===== config.mk =====
export PLATFORM = sky130hd
export DESIGN_NAME = block_stream_gen
export DESIGN_NICKNAME = d
export VERILOG_FILES = /design/src/rtl/block_stream_pkg.sv /design/src/rtl/block_word_rom.sv /design/src/rtl/block_stream_gen.sv
export SDC_FILE = /design/constraint.sdc
export NUM_CORES = 1
export LEC_CHECK = 0
export ABC_AREA = 1
export BUFFER_PORTS_ARGS = -buffer_cell sky130_fd_sc_hd__buf_4
export CAP_MARGIN = 20
export CORE_MARGIN = 3
export CORE_UTILIZATION = 60
export DETAILED_ROUTE_END_ITERATION = 16
export PLACE_DENSITY = 0.84
export SYNTH_ARGS = -nofsm -noshare
export SYNTH_HDL_FRONTEND = slang
export SYNTH_HIERARCHICAL = 1
export SYNTH_SLANG_ARGS = --single-unit

===== constraint.sdc =====
create_clock -name clk -period 4.75 [get_ports clk]
set_input_delay 0.2375 -clock clk [delete_from_list [all_inputs] [get_ports clk]]
set_output_delay 0.2375 -clock clk [all_outputs]
set_load 0.05 [all_outputs]

===== src/rtl/block_stream_pkg.sv =====
// Shared encodings for the begin/end keyword stream transmitter:
// command ops, FSM states, ASCII constants and word lengths.
package block_stream_pkg;

    typedef enum logic [1:0] {
        OP_OPEN  = 2'd0,
        OP_CLOSE = 2'd1,
        OP_FILL  = 2'd2,
        OP_RSVD  = 2'd3
    } op_e;

    typedef enum logic {
        ST_IDLE = 1'b0,
        ST_EMIT = 1'b1
    } state_e;

    localparam logic [7:0] CH_SPACE   = 8'h20;
    localparam logic [7:0] CASE_DELTA = 8'h20;

    // Beat counts include the trailing space
    localparam logic [2:0] LEN_OPEN  = 3'd6;
    localparam logic [2:0] LEN_CLOSE = 3'd4;
    localparam logic [2:0] LEN_FILL  = 3'd2;

endpackage


===== src/rtl/block_word_rom.sv =====
// Character tables for the command words: maps (op, index, case) to the
// ASCII character at that index and flags the word's final character.
module block_word_rom
    import block_stream_pkg::*;
(
    input  op_e        op,
    input  logic [2:0] idx,
    input  logic       upper,
    output logic [7:0] ch,
    output logic       last
);

    logic [7:0] lower_ch;
    logic [2:0] len;

    always_comb begin
        lower_ch = CH_SPACE;
        len      = LEN_FILL;
        case (op)
            OP_OPEN: begin
                len = LEN_OPEN;
                case (idx)
                    3'd0:    lower_ch = 8'h62;
                    3'd1:    lower_ch = 8'h65;
                    3'd2:    lower_ch = 8'h67;
                    3'd3:    lower_ch = 8'h69;
                    3'd4:    lower_ch = 8'h6E;
                    default: lower_ch = CH_SPACE;
                endcase
            end
            OP_CLOSE: begin
                len = LEN_CLOSE;
                case (idx)
                    3'd0:    lower_ch = 8'h65;
                    3'd1:    lower_ch = 8'h6E;
                    3'd2:    lower_ch = 8'h64;
                    default: lower_ch = CH_SPACE;
                endcase
            end
            OP_FILL: begin
                len = LEN_FILL;
                lower_ch = (idx == 3'd0) ? 8'h78 : CH_SPACE;
            end
            default: begin
                len      = 3'd1;
                lower_ch = CH_SPACE;
            end
        endcase
        // Only letters fold; the separator is always a plain space
        ch   = (upper && lower_ch != CH_SPACE) ? lower_ch - CASE_DELTA : lower_ch;
        last = (idx == len - 3'd1);
    end

endmodule


===== src/rtl/block_stream_gen.sv =====
// Serialises OPEN/CLOSE/FILL commands into "begin "/"end "/"x " characters
// over a valid/ready stream, tracking nesting depth and a sticky error.
module block_stream_gen
    import block_stream_pkg::*;
#(
    parameter int DEPTH_W = 8
) (
    input  logic               clk,
    input  logic               reset,
    input  logic               cmd_valid,
    output logic               cmd_ready,
    input  logic [1:0]         cmd_op,
    input  logic               cmd_upper,
    output logic               out_valid,
    input  logic               out_ready,
    output logic [7:0]         out_char,
    output logic [DEPTH_W-1:0] depth,
    output logic               err,
    output logic               balanced
);

    localparam logic [DEPTH_W-1:0] DEPTH_MAX = '1;

    state_e               state_reg, state_next;
    op_e                  op_reg, op_next;
    logic                 upper_reg, upper_next;
    logic [2:0]           idx_reg, idx_next;
    logic [7:0]           char_reg, char_next;
    logic                 last_reg, last_next;
    logic [DEPTH_W-1:0]   depth_reg, depth_next;
    logic                 err_reg, err_next;

    // One lookup port: the first character while idle, the following one while emitting
    op_e        rom_op;
    logic [2:0] rom_idx;
    logic       rom_upper;
    logic [7:0] rom_ch;
    logic       rom_last;

    assign rom_op    = (state_reg == ST_EMIT) ? op_reg : op_e'(cmd_op);
    assign rom_idx   = (state_reg == ST_EMIT) ? idx_reg + 3'd1 : 3'd0;
    assign rom_upper = (state_reg == ST_EMIT) ? upper_reg : cmd_upper;

    block_word_rom u_rom (
        .op    (rom_op),
        .idx   (rom_idx),
        .upper (rom_upper),
        .ch    (rom_ch),
        .last  (rom_last)
    );

    always_ff @(posedge clk or posedge reset) begin
        if (reset) begin
            state_reg <= ST_IDLE;
            op_reg    <= OP_OPEN;
            upper_reg <= 1'b0;
            idx_reg   <= 3'd0;
            char_reg  <= CH_SPACE;
            last_reg  <= 1'b0;
            depth_reg <= '0;
            err_reg   <= 1'b0;
        end else begin
            state_reg <= state_next;
            op_reg    <= op_next;
            upper_reg <= upper_next;
            idx_reg   <= idx_next;
            char_reg  <= char_next;
            last_reg  <= last_next;
            depth_reg <= depth_next;
            err_reg   <= err_next;
        end
    end

    always_comb begin
        state_next = state_reg;
        op_next    = op_reg;
        upper_next = upper_reg;
        idx_next   = idx_reg;
        char_next  = char_reg;
        last_next  = last_reg;
        depth_next = depth_reg;
        err_next   = err_reg;
        case (state_reg)
            ST_IDLE: begin
                if (cmd_valid) begin
                    op_next    = op_e'(cmd_op);
                    upper_next = cmd_upper;
                    idx_next   = 3'd0;
                    // Depth is booked at accept; an unmatched CLOSE is still emitted
                    case (op_e'(cmd_op))
                        OP_OPEN: begin
                            if (depth_reg == DEPTH_MAX) err_next = 1'b1;
                            else depth_next = depth_reg + DEPTH_W'(1);
                        end
                        OP_CLOSE: begin
                            if (depth_reg == '0) err_next = 1'b1;
                            else depth_next = depth_reg - DEPTH_W'(1);
                        end
                        OP_FILL: ;
                        default: err_next = 1'b1;
                    endcase
                    if (op_e'(cmd_op) != OP_RSVD) begin
                        state_next = ST_EMIT;
                        char_next  = rom_ch;
                        last_next  = rom_last;
                    end
                end
            end
            ST_EMIT: begin
                if (out_ready) begin
                    if (last_reg) begin
                        state_next = ST_IDLE;
                    end else begin
                        idx_next  = idx_reg + 3'd1;
                        char_next = rom_ch;
                        last_next = rom_last;
                    end
                end
            end
            default: state_next = ST_IDLE;
        endcase
    end

    assign cmd_ready = (state_reg == ST_IDLE);
    assign out_valid = (state_reg == ST_EMIT);
    assign out_char  = char_reg;
    assign depth     = depth_reg;
    assign err       = err_reg;
    assign balanced  = (depth_reg == '0) && !err_reg;

endmodule


==> out/metrics.csv <==
metric,value,unit
status,completed,
synth_fa_ha_area_share,1.52,%
post_cts_buffers,0,
crit_arrival,2.44,ns
clk_latency,0.33,ns
switching_share,56.2,%
drive_gt1_share,16.8,%
cp-start-kind,register,
dr.first_iter.drc_count,64,
drc,0,
syn_nets,255,
synth.yosys.seq_area_share,38.2,%
multi_input_area,876,sq um
muxShareOfSynthArea,1.37,%
yosysWarningCount,6,
hold_path_class,primary input to asynchronous set/reset pin,
grt_pass1_wl,5.95,mm
cap_violations,0,
routed_wl,3.43,mm
syn_inst,246,
critical_path.max_fanout,12,
hold_slack,0.105,ns
firstDrtPassIters,4,
power.leakage,1.05,nW
worstPathCellList,"inv_1, nand2_1, nor2_1, nand2_1, nor2_1, inv_1, o21ai_0",
path_delay_family,simple AND/OR/NAND/NOR gates,
finalClockSkew,0.00216,ns
fin_setup_tns,0,ns
first_global_vias,1388,
synth_top_family_by_area,simple AND/OR/NAND/NOR gates,
met3_length,184,microns
ctsHoldBuffers,0,
place_inst,299,
met1_length,1.74,mm
required,5.01,ns
routabilityCongestion,0.897,
top_layer,met4,
grt_max_degree,26,
path_class,register to register,
cts_buffer_depth,2,
p_seq_share,27.7,%
worstSetupEndpointType,register,
hold_violations,0,
synth_simple_gate_area_share,39.8,%
hpwl,2.59,mm
ys_ff_latch,25,
relSlewSlack,36.4,%
finalCriticalPeriod,2.18,ns
dp_slack,2.62,ns
final_common_cell,nand2_1,
worst_slew_pin_slew,0.953,ns
antenna_left,0,
synth_cell_types,27,
core_area,2540,sq um
clock-sinks,25,
grt_use_total,22.3,%
initial_utilization,64.6,%
wl_per_cell,11.3,microns
ctsResizeCount,0,
power_frac_clock,7.1,%
dieWidth,58.3,microns
intPower,0.634,mW
synth_compound_area_share,7.77,%
fp.dieH,58.3,microns
fin_ws,2.57,ns
antenna_found_initial,0,
power.density,768,nW/um^2
cts_tree,yes,
comb_power_share,65.2,%
stdcell_count,303,
timing.final.crit_share,45.8,%
netlist_area,1640,sq um
cts_root_buffer,clkbuf_4,
vias,1569,
io_pins,27,
crit_buf_inv,2,
avgViaCountPerCell,5.18,
clk_pin_slew,0.15,ns
design_area,1890,sq um
io_buffers,26,
final_cell_mix,"nand2_1, inv_1, buf_4, nand3_1, dfrtp_1",
grt.overflow.total,0,
dieArea,3400,sq um
ir_worst_vdd,553,uV
n_fill_cell,241,
setup_viol_count_final,0,
diodes,0,
cts_max_level,1,
met2WireLength,1.46,mm
fin_nets,283,
fmax,460,MHz
std_cell_rows,18,
rsz0062_at_grt,false,
switchingPower,0.813,mW
syn_avg_cell_area,6.68,sq um
syn_to_final_growth,14.8,%
cpPeakStageDelay,0.56,ns
place_area,1860,sq um
cts_buffers,3,
crit_slowest_cell,nor2_1,
seq_area,627,sq um
synth-xor-area-share,2.67,%
finalMaxSlewViolations,0,
==> metal layers <==
layer,track usage [%],vias up
met5,0,-
met4,7.62,0
met3,3.07,5
met2,33.2,41
met1,33.3,699
li1,-,824
==> power by group through the flow <==
| stage | registers, mW | clock network (mW) | logic [mW] |
|---|---|---|---|
| final | 0.401 | 0.103 | 0.943 |
| after detailed placement | 0.404 | 0 | 0.938 |
| after global routing | 0.417 | 0.113 | 1.05 |
| after global placement | 0.401 | 0 | 0.928 |
| after floorplan | 0.606 | 0 | 0.513 |
| after CTS | 0.399 | 0.107 | 0.944 |
==> final cells by class <==
class                   instances  area share (%)
clock buffers                   3            1.19
clock inverters                 1           0.398
inverters                      32            6.37
multi-input cells             186            46.4
flip-flops and latches         25            33.2
well taps                      30            1.99
repair buffers                 26            10.4
==> cell usage after synthesis <==
cell type  instances  area [sq um]
buf_2              1          5.00
nor2_1            18          67.6
nand3_2            2          20.0
nor2_4             1          11.3
inv_1             29           109
nand3b_1           2          15.0
nand2_1           96           360
nand2_2            3          18.8
inv_2              3          11.3
a21oi_1            2          10.0
nand4_1            1          6.26
conb_1             1          3.75
xnor2_1            1          8.76
dfrtp_1           24           601
buf_4              2          15.0
o21bai_2           1          11.3
a21o_1             1          7.51
nor2_2             3          18.8
o21ai_0           16          80.1
mux2_2             2          22.5
ha_1               2          25.0
o21ai_1            2          10.0
dfstp_2            1          26.3
xor2_1             4          35.0
nand3_1           24           120
o22a_1             1          8.76
nor3_1             3          15.0
==> metrics by stage <==
step	utilization [%]	power (mW)
after detailed placement	72.9	1.34
after floorplan	-	1.12
after global placement	72.9	1.33
after global routing	74.1	1.58
after CTS	74.1	1.45
final	74.1	1.45
==> logic make-up after synthesis <==
logic type | count (synthesis)
compound gates | 23
xor+xnor | 5
fa+ha+maj | 2
buf+inv | 35
flops | 25
mux | 2
other cells | 1
simple gates | 153
==> final timing paths <==
check / slack [ns] / to / startpoint / depth (start not counted)
max: 2.57 / depth[3]$_DFFE_PP0P_ / out_valid$_DFF_PP0_ / 7
min: 0.11 / depth[3]$_DFFE_PP0P_ / reset / 2
max reg2reg: 2.57 / depth[3]$_DFFE_PP0P_ / out_valid$_DFF_PP0_ / 7
min reg2reg: 0.48 / out_char[5]$_DFFE_PP1P_ / out_char[5]$_DFFE_PP1P_ / 2
max in group asynchronous: 4.07 / out_char[1]$_DFFE_PP0P_ / reset / 2
min in group clk: 0.15 / out_valid$_DFF_PP0_ / out_ready / 4
No activity file was read; power rests on OpenSTA's default activity.
